<file path="src/rtl/usr_pkg.sv">
// Shared encodings for the universal shift register serial path (receiver and controller).
// No logic; types and constants only.
package usr_pkg;

    typedef enum logic {
        ST_IDLE  = 1'b0,
        ST_SHIFT = 1'b1
    } usr_rx_state_t;

    localparam logic DIR_MSB_FIRST = 1'b0;
    localparam logic DIR_LSB_FIRST = 1'b1;

endpackage

</file>
<file path="src/rtl/usr_rx_buf.sv">
// One-word valid/ready holding register; a word loads on the same edge it is offered.
// Accepts when empty or being drained; otherwise drops the word and sets sticky overrun.
module usr_rx_buf #(
    parameter int WIDTH = 8
) (
    input  logic             clk,
    input  logic             clr_n,
    input  logic             load_vld,
    input  logic [WIDTH-1:0] load_dat,
    input  logic             ovr_clr,
    input  logic             data_ready,
    output logic [WIDTH-1:0] data_out,
    output logic             data_valid,
    output logic             overrun
);

    logic [WIDTH-1:0] dat_q, dat_d;
    logic             vld_q, vld_d;
    logic             ovr_q, ovr_d;
    logic             can_load;

    assign can_load = !vld_q || data_ready;

    always_comb begin
        dat_d = dat_q;
        vld_d = vld_q;
        ovr_d = ovr_q;
        if (load_vld && can_load) begin
            dat_d = load_dat;
            vld_d = 1'b1;
        end else if (vld_q && data_ready) begin
            vld_d = 1'b0;
        end
        // A drop in the same cycle as a clear must leave the flag set.
        if (load_vld && !can_load) begin
            ovr_d = 1'b1;
        end else if (ovr_clr) begin
            ovr_d = 1'b0;
        end
    end

    always_ff @(posedge clk or negedge clr_n) begin
        if (!clr_n) begin
            dat_q <= '0;
            vld_q <= 1'b0;
            ovr_q <= 1'b0;
        end else begin
            dat_q <= dat_d;
            vld_q <= vld_d;
            ovr_q <= ovr_d;
        end
    end

    assign data_out   = dat_q;
    assign data_valid = vld_q;
    assign overrun    = ovr_q;

endmodule

</file>
<file path="src/rtl/usr_serial_rx.sv">
// Serial-to-parallel receiver: MSB- or LSB-first word assembly into a one-word output buffer.
// Word is presented on the edge that samples its final bit; a full, undrained buffer drops it.
module usr_serial_rx
    import usr_pkg::*;
#(
    parameter int WIDTH = 8,
    parameter int CNT_W = $clog2(WIDTH)
) (
    input  logic             clk,
    input  logic             clr_n,
    input  logic             bit_in,
    input  logic             bit_valid,
    input  logic             dir,
    input  logic             frame_start,
    input  logic             ovr_clr,
    output logic [WIDTH-1:0] data_out,
    output logic             data_valid,
    input  logic             data_ready,
    output logic             busy,
    output logic             overrun,
    output logic [CNT_W-1:0] bit_count
);

    localparam logic [CNT_W-1:0] LAST_CNT = CNT_W'(WIDTH - 1);

    usr_rx_state_t    state_q, state_d;
    logic [CNT_W-1:0] cnt_q, cnt_d;
    logic [WIDTH-1:0] sh_q, sh_d;
    logic             dir_q, dir_d;

    usr_rx_state_t    cur_state;
    logic [CNT_W-1:0] cur_cnt;
    logic [WIDTH-1:0] cur_sh;
    logic [WIDTH-1:0] shifted;
    logic             dir_use;
    logic             word_vld;
    logic [WIDTH-1:0] word_dat;

    always_comb begin
        state_d  = state_q;
        cnt_d    = cnt_q;
        sh_d     = sh_q;
        dir_d    = dir_q;
        word_vld = 1'b0;
        word_dat = '0;

        // frame_start realigns first, so a bit on the same edge starts a new word.
        cur_state = frame_start ? ST_IDLE : state_q;
        cur_cnt   = frame_start ? '0 : cnt_q;
        cur_sh    = frame_start ? '0 : sh_q;
        dir_use   = (cur_state == ST_IDLE) ? dir : dir_q;
        shifted   = (dir_use == DIR_LSB_FIRST) ? {bit_in, cur_sh[WIDTH-1:1]}
                                               : {cur_sh[WIDTH-2:0], bit_in};

        if (frame_start) begin
            state_d = ST_IDLE;
            cnt_d   = '0;
            sh_d    = '0;
        end

        if (bit_valid) begin
            case (cur_state)
                ST_IDLE: begin
                    dir_d   = dir;
                    state_d = ST_SHIFT;
                    cnt_d   = CNT_W'(1);
                    sh_d    = shifted;
                end
                ST_SHIFT: begin
                    if (cur_cnt == LAST_CNT) begin
                        word_vld = 1'b1;
                        word_dat = shifted;
                        state_d  = ST_IDLE;
                        cnt_d    = '0;
                        sh_d     = '0;
                    end else begin
                        cnt_d = cur_cnt + CNT_W'(1);
                        sh_d  = shifted;
                    end
                end
                default: begin
                    state_d = ST_IDLE;
                    cnt_d   = '0;
                    sh_d    = '0;
                end
            endcase
        end
    end

    always_ff @(posedge clk or negedge clr_n) begin
        if (!clr_n) begin
            state_q <= ST_IDLE;
            cnt_q   <= '0;
            sh_q    <= '0;
            dir_q   <= DIR_MSB_FIRST;
        end else begin
            state_q <= state_d;
            cnt_q   <= cnt_d;
            sh_q    <= sh_d;
            dir_q   <= dir_d;
        end
    end

    usr_rx_buf #(
        .WIDTH(WIDTH)
    ) u_buf (
        .clk        (clk),
        .clr_n      (clr_n),
        .load_vld   (word_vld),
        .load_dat   (word_dat),
        .ovr_clr    (ovr_clr),
        .data_ready (data_ready),
        .data_out   (data_out),
        .data_valid (data_valid),
        .overrun    (overrun)
    );

    assign busy      = (state_q == ST_SHIFT);
    assign bit_count = cnt_q;

endmodule

</file>
<file path="config.mk">
export PLATFORM = sky130hd
export DESIGN_NAME = usr_serial_rx
export DESIGN_NICKNAME = d
export VERILOG_FILES = /design/src/rtl/usr_pkg.sv /design/src/rtl/usr_rx_buf.sv /design/src/rtl/usr_serial_rx.sv
export SDC_FILE = /design/constraint.sdc
export NUM_CORES = 1
export LEC_CHECK = 0
export CORE_MARGIN = 2
export CORE_UTILIZATION = 49
export DETAILED_ROUTE_END_ITERATION = 16
export DONT_BUFFER_PORTS = 1
export HOLD_SLACK_MARGIN = 0.05
export PLACE_DENSITY_LB_ADDON = 0.08
export SYNTH_ARGS = -nofsm -noshare
export SYNTH_HDL_FRONTEND = slang
export SYNTH_SLANG_ARGS = --single-unit
</file>
<file path="constraint.sdc">
create_clock -name clk -period 1.7 [get_ports clk]
set_input_delay 0.51 -clock clk [delete_from_list [all_inputs] [get_ports clk]]
set_output_delay 0.51 -clock clk [all_outputs]
set_load 0.01 [all_outputs]
</file>
-- Word level (Yosys, flattened, before mapping)
Index checks and enable logic that the tools add are counted.
W data, S select, Z words.
- bitwise gates (word level): 1
- reduce and logical (&&, ||, !) cells: 8
- mux-type cells: 24
- equal/unequal tests: 1
- add/subtract/negate cells: 1
- operators by type and width (cell ; count):
    $mux W8 ; 7
    $pmux W8 S2 ; 1
    $mux W1 ; 11
    $mux W3 ; 3
    $pmux W3 S2 ; 1
    $reduce_bool A2 Y1 ; 2
    $add A3 B1 Y3 const B ; 1
    $eq A3 B3 Y1 const B ; 1
    $logic_and A1 B1 Y1 ; 3
    $logic_not A1 Y1 ; 2
    $pmux W1 S2 ; 1
    $logic_or A1 B1 Y1 ; 1
    $not A1 Y1 ; 1
- bits in registers: 23
- logic and storage cells: 42
- bits of input ports: 8
- output and inout bits: 14

-- Logic depth before layout (Yosys ltp)
Gate-level depths: netlist (run 1).
- word-level depth: 7
- depth in mapped cells: 7
- gate-level depth less buffers: 6

-- Modules after synthesis
From an unflattened synthesis (run 1), not the netlist that was laid out.
- cell total of the unflattened synthesis: 104
- area, all modules: 1182.4 um^2
- by module, submodules not included (module ; cells an instance ; area each (um^2) ; sequential area each (um^2) ; instances):
    usr_serial_rx ; 80 ; 769.5 ; 325.3 ; 1
    usr_rx_buf ; 24 ; 412.9 ; 250.2 ; 1

-- Worst setup path after synthesis (run 1)
OpenSTA, ideal clock, no wires.
- path kind: in2reg
- from: input port frame_start
- to: register u_buf.dat_q[0] (netlist: u_buf.data_out[0])
- arrival: 1.912 ns
- slack: -0.308 ns
- stages: 7
- required time: 1.604 ns
- buffers on the path: 2
- setup time: 0.096 ns
- path through: buf_2 nor2b_1 ha_1 ha_1 nand4b_1 clkbuf_1 o31ai_1
- cells in the longest elaborated chain, start to end: 6
- elaborated cells between the ends (all ways): 13
- those cells by class: 1 x eq/ne; 11 x mux; 1 x reduce/logical
- ends and longest elaborated chain (what ; line ; RTL):
    start, declared ; usr_serial_rx.sv:14 ; input logic frame_start,
    $mux W3 or $mux W1 (tied branches) ; - ;
    $eq A3 B3 Y1 or $mux W1 (tied branches) ; - ;
    $mux W1 or $mux W8 (tied branches) ; usr_serial_rx.sv:70, usr_serial_rx.sv:52 ;
    $mux W1 or $mux W8 (tied branches) ; usr_serial_rx.sv:62, usr_serial_rx.sv:70 ;
    $mux W1 or $mux W8 (tied branches) ; usr_serial_rx.sv:61, usr_serial_rx.sv:62 ;
    $logic_and A1 B1 Y1 or $mux W8 (tied branches) ; usr_rx_buf.sv:28, usr_serial_rx.sv:61 ;
    end signal, assigned ; usr_rx_buf.sv:48 ; dat_q <= dat_d;
    end, declared ; usr_rx_buf.sv:17 ; logic [WIDTH-1:0] dat_q, dat_d;
Parallel ways exist; a longest one is shown, timed or not.
A chain may end at the register's enable or synchronous reset.

-- Worst setup path after layout (run 1)
- from: register cnt_q[0] (netlist: bit_count[0])
- to: register u_buf.dat_q[6] (netlist: u_buf.data_out[6])
- cells in the longest elaborated chain, start to end: 6
- elaborated cells between the ends (all ways): 9
- those cells by class: 1 x eq/ne; 7 x mux; 1 x reduce/logical
- ends and longest elaborated chain (what ; line ; RTL):
    start, declared ; usr_serial_rx.sv:27 ; logic [CNT_W-1:0] cnt_q, cnt_d;
    start signal, assigned ; usr_serial_rx.sv:98 ; cnt_q <= cnt_d;
    $mux W3 (*) ; - ;
    $eq A3 B3 Y1 (*) ; usr_serial_rx.sv:70 ; if (cur_cnt == LAST_CNT) begin
    $mux W1 ; usr_serial_rx.sv:70 ;
    $mux W1 ; usr_serial_rx.sv:62 ; case (cur_state)
    $mux W1 ; usr_serial_rx.sv:61 ; if (bit_valid) begin
    $logic_and A1 B1 Y1 ; usr_rx_buf.sv:28 ; if (load_vld && can_load) begin
Every way passes the cells marked *; elsewhere a longest branch is shown, timed or not.

==> impl_metrics.ini, run 1 <==
[outcome]
status = finished clean

[floorplan]
die_y_um = 51.6
initial_utilization_pct = 51.2
die_area_um2 = 2660
die_w_um = 51.6
rows = 17
ioPinCount = 22
core_area_um2 = 2170

[cts]
htreeDepth = 1
cts_tree = built
clk_latency_ns = 0.30
cts_max_path_buffers = 2
cts_buffers = 3
path_clk_slew_ns = 0.12
clkSinkCount = 23
root_buffer = clkbuf_4

[routing]
drtIter0Drc = 20
route.layer.met1.wl_um = 1060
drc = 0
wl_met2_um = 1060
vias = 805
drtPass1Iterations = 5
ant_nets = 0
via_per_inst = 5.59
drt-total-wl_um = 2250
wire_per_inst_um = 15.6
top_layer = met4
dr_wl_met3_um = 115

[cells_and_area]
synthToLayoutAreaGrowth_pct = 17.9
antennaDiodeCount = 0
final_nets = 128
final_common_cell = dfrtp_1
drive_gt1_share_pct = 20.7
most-common-layout-cells = dfrtp_1 (23), nand2_1 (13), o21ai_1 (11), buf_4 (11)

[timing]
slew_viol_final = 0
tightestPinTransition_ns = 1.01
fin_skew_ns = 0.00367
setup_violations = 0
worst_slack_ns = 0.0622
fmax_mhz = 611
rsz0062_at_grt = yes
min_period_ns = 1.64
report.final.hold_viol_count = 0
fin_crit_sh_pct = 96.3
slew_headroom_pct = 32.4

[grt]
antenna_found_initial = 0
grt_overflow = 0
grt_pass1_vias = 805
grt_max_degree = 24
track_usage_pct = 18.9
grt_first_pass_wirelength_um = 3690

[worst_setup_path]
crit_buf_inv = 1
crit_chain = nor2b_4 -> ha_4 -> ha_2 -> nand4b_1 -> buf_6 -> o21ai_0 -> o31ai_1
worstSetupPathDepth = 7
critical-path-top-delay-family = flip-flops
crit_arrival_ns = 1.83
start_kind = flop
cpMaxStageDelayCell = dfrtp_1
path_max_fanout = 14
required_ns = 1.89
endpoint_kind = flop
r2r_cells = 7
path_class = flop to flop
cpPeakStageDelay_ns = 0.38

[power_and_ir_drop]
power_density_nw_per_um2 = 718
p_leak_nw = 0.624
power_uw = 940
ir_drop_mv = 0.393

[logic_synthesis]
netlist_area_um2 = 1110
ys_async_sr_fraction_pct = 100
synth_edf_count = 0
ys_seq_area_share_pct = 51.8
syn-num-nets = 114
syn_avg_cell_area_um2 = 10.8
synth-seq-cells = 23
yosysWarnings = 0
netlist_instances = 103
synthDistinctLibCells = 26
synth-main-ff-cell = dfrtp_1

[hold_path]
min_path_type = input port to flop
whs_path_depth = 1

[placed_design]
place.gp.congestion = 0.749
dpl_worst_slack_ns = -0.0433
hpwl_um = 1570
port_buffers = 0

[run]
maxCapViolations = 0
==> cell families (layout without fill, tap and decap cells) <==
family / Yosys count / count (layout) / synth area share (%)
AOI/OAI and AO/OA: 31 / 31 / 18.9
and+or+nand+nor: 29 / 29 / 13.0
DFF: 23 / 23 / 51.8
muxes: 9 / 9 / 9.46
buffers and inverters: 8 / 21 / 3.49
adders and majority gates: 3 / 3 / 3.38
==> final timing paths <==
path / start / endpoint / slack, ns
max in group asynchronous: clr_n / u_buf.data_out[6] / 0.28
min in group asynchronous: clr_n / u_buf.data_out[7] / 0.81
min: frame_start / bit_count[1] / 0.25
max reg2reg: bit_count[0] / u_buf.data_out[6] / 0.06
min reg2reg: sh_q[7] / sh_q[7] / 0.51
max: bit_count[0] / u_buf.data_out[6] / 0.06
==> worst register-to-register path, delay by kind of cell (launching register included) <==
kind	cells	cell delay, ns
buffers and inverters	1	0.22
AO/OA/AOI/OAI	2	0.25
AND/OR/NAND/NOR	2	0.37
adder cells (fa/ha/maj)	2	0.31
flip-flops	1	0.38
==> metrics by stage <==
stage	util [%]	hold slack [ns]	cells	TNS, ns	instance area, um^2
global placement	55.9	0.215	137	0	1210
global route	60.4	0.221	144	-0.0266	1310
finish	60.4	0.249	144	0	1310
CTS	57.6	0.239	142	0	1250
floorplan	-	0.214	103	-1.51	1140
detailed placement	55.9	0.215	137	-0.103	1210
==> synthesized netlist by cell type, types with 2 or more instances <==
master,number,area [um^2]
a21oi_1,2,10.0
clkbuf_1,3,11.3
dfrtp_1,23,576
ha_1,3,37.5
inv_1,3,11.3
mux2_1,2,22.5
mux2i_1,6,60.1
nand2_1,13,48.8
nand2b_1,4,25.0
nand3_1,4,20.0
nor2b_1,6,37.5
o21a_1,2,15.0
o21ai_0,8,40.0
o21ai_1,5,25.0
o221ai_1,2,17.5
o31ai_1,7,52.6
==> state kept, by name (all words and copies together) (netlist names) <==
register	flops
dir_q	1
u_buf.data_valid	1
u_buf.overrun	1
u_buf.data_out	8
busy	1
bit_count	3
sh_q	8
==> per-layer routing <==
metal / vias up / track usage, %
li1: 403 / -
met1: 377 / 27.2
met2: 23 / 28.0
met3: 2 / 4.31
met4: 0 / 6.58
met5: - / 0
==> where the power goes <==
group	internal, mW	total [mW]	switching (mW)
Sequential	0.561	0.576	0.0141
Clock	0.0914	0.246	0.155
Combinational	0.0596	0.119	0.0590
Total	0.712	0.940	0.228
==> area by class of cell <==
cell class / count / area [um^2]
tap: 28 / 35.0
fill: 180 / 860
clock buffer: 4 / 26.3
multi-input combinational: 72 / 547
sequential: 23 / 576
inverter: 3 / 11.3
timing repair buffer: 14 / 115
==> repair_timing <==
action / 4_1_cts / 5_1_grt
buffers inserted: 0 / 2
endpoints found under the setup margin: 0 / 8
resized for setup: 0 / 15
endpoints found under the hold margin: 23 / 0
hold buffers: 1 / 0
(Power assumes the default switching activity.)
==> run 2, diff against run 1 <==
--- a/config.mk
+++ b/config.mk
@@ -10,7 +10,7 @@
 export DETAILED_ROUTE_END_ITERATION = 16
 export DONT_BUFFER_PORTS = 1
 export HOLD_SLACK_MARGIN = 0.05
-export PLACE_DENSITY_LB_ADDON = 0.08
+export PLACE_DENSITY_LB_ADDON = 0.25
 export SYNTH_ARGS = -nofsm -noshare
 export SYNTH_HDL_FRONTEND = slang
 export SYNTH_SLANG_ARGS = --single-unit
==> run 2 against run 1 <==
  * Final area fell by 6.8%
  * Register-to-register slack improved by 0.04 ns
  * Sequential cell count did not move
  * Non-clock buffer count fell by 6
  * Clock power rose by 3%
  * Highest routed layer unchanged
  * Routed wire length fell by 9.8%
  * Largest power group unchanged
  * Global-route usage fell by 0.58 points
  * Sequential power barely moved
  * Sequential share of layout area rose by 3.2 points
  * Combinational power fell by 8%
  * Clock-buffer cell count fell by 1
==> impl_metrics.ini, run 2 (same netlist as run 1, synthesis figures left out) <==
[placed_design]
dpl_worst_slack_ns = -0.0153
dp_cells = 133
port_buffers = 0
hpwl_um = 1480
place.gp.congestion = 0.766

[outcome]
status = finished clean

[worst_setup_path]
rr_startpoint = bit_count[0]
path_max_fanout = 19
path_class = flop to flop
crit_arrival_ns = 1.81
r2r_cells = 7
crit_path_end = u_buf.data_out[1]
start_kind = flop
required_ns = 1.91
regToRegSetupSlack_ns = 0.10
reg2reg_to = u_buf.data_out[1]
endpoint_kind = flop
setup.worst_path.start = bit_count[0]

[grt]
grt_overflow = 0
track_usage_pct = 18.3
antenna_found_initial = 0
grt_max_degree = 24
grt_pass1_vias = 822
grt_first_pass_wirelength_um = 3620

[floorplan]
rows = 17
ioPinCount = 22
die_area_um2 = 2660
initial_utilization_pct = 51.2
die_y_um = 51.6
die_w_um = 51.6
core_area_um2 = 2170

[cts]
cts_resized = 0
cts_buffers = 3
postCtsSetupRepairBufs = 0
cts_tree = built
htreeDepth = 1
path_clk_slew_ns = 0.13
clkSinkCount = 23
clk_latency_ns = 0.31
cts_max_path_buffers = 2
root_buffer = clkbuf_4

[timing]
fin_skew_ns = 0.0106
worst_slack_ns = 0.103
fin_crit_sh_pct = 94.0
slew_headroom_pct = 31.5
setup_violations = 0
slew_viol_final = 0
fmax_mhz = 626
rsz0062_at_grt = yes
tightestPinTransition_ns = 1.02
report.final.hold_viol_count = 0
min_period_ns = 1.60

[power_and_ir_drop]
p_leak_nw = 0.546
ir_drop_mv = 0.440
power_density_nw_per_um2 = 769
power_uw = 939

[cells_and_area]
most-common-layout-cells = dfrtp_1 (23), nand2_1 (13), o21ai_0 (8)
final_common_cell = dfrtp_1
synthToLayoutAreaGrowth_pct = 9.91
drive_gt1_share_pct = 14.5
fin_util_pct = 56.3
layoutNonFillerInstCount = 138
fillers = 206
antennaDiodeCount = 0
final_nets = 122

[routing]
wire_per_inst_um = 14.7
ant_nets = 0
via_per_inst = 5.76
drt-total-wl_um = 2030
vias = 795
drtIter0Drc = 15
drc = 0
drtPass1Iterations = 4

[run]
maxCapViolations = 0

[hold_path]
min_path_type = input port to flop
==> run 2: how the worst min path moves through the flow <==
stage	start	to	slack, ns	depth (start not counted)
final	frame_start	bit_count[1]	0.23	1
after global placement	clr_n	u_buf.overrun	0.21	0
after detailed placement	clr_n	u_buf.overrun	0.21	0
after global routing	frame_start	bit_count[2]	0.22	1
after CTS	frame_start	bit_count[2]	0.22	1
after floorplan	clr_n	bit_count[0]	0.21	0
==> run 2: through the flow <==
stage / TNS, ns / hold WS (ns) / area (um^2)
floorplan: -1.51 / 0.214 / 1140
global placement: 0 / 0.215 / 1180
detailed placement: -0.0172 / 0.215 / 1180
CTS: 0 / 0.224 / 1220
global route: -0.0791 / 0.221 / 1220
finish: 0 / 0.233 / 1220
==> run 2: area by class of cell <==
| type | instances | area, um^2 | area share [%] |
|---|---|---|---|
| tap | 28 | 35.0 | 2.87 |
| multi-input combinational | 72 | 509 | 41.7 |
| clock buffer | 3 | 22.5 | 1.84 |
| timing repair buffer | 8 | 62.6 | 5.12 |
| sequential | 23 | 576 | 47.1 |
| clock inverter | 1 | 5.00 | 0.410 |
| inverter | 3 | 11.3 | 0.922 |
==> run 2: layer usage <==
layer  part of all wire [%]  vias up  track usage (%)
met3                    5.6        4             3.16
met4                    1.5        0             9.21
met2                     42       21             29.1
met1                     51      383             24.2
li1                       -      387                -
met5                      0        -                0
==> run 2: power by group <==
group	internal (mW)	switching [mW]	leakage (nW)	total [mW]
Clock	0.0880	0.166	0.0177	0.254
Combinational	0.0533	0.0561	0.217	0.109
Sequential	0.562	0.0142	0.311	0.576
==> run 2: critical path, cell delays in order, from the launching register on <==
cell and delay, ns:
dfrtp_1 0.37, nor2b_4 0.15, ha_2 0.19, ha_2 0.17, nand4b_1 0.08, buf_4 0.20
o21ai_0 0.22, o41ai_2 0.10
==> run 2: repair_timing <==
action                                  in CTS  in global routing
endpoints found under the hold margin       23                  0
endpoints found under the setup margin       0                  5
hold buffers                                 1                  0
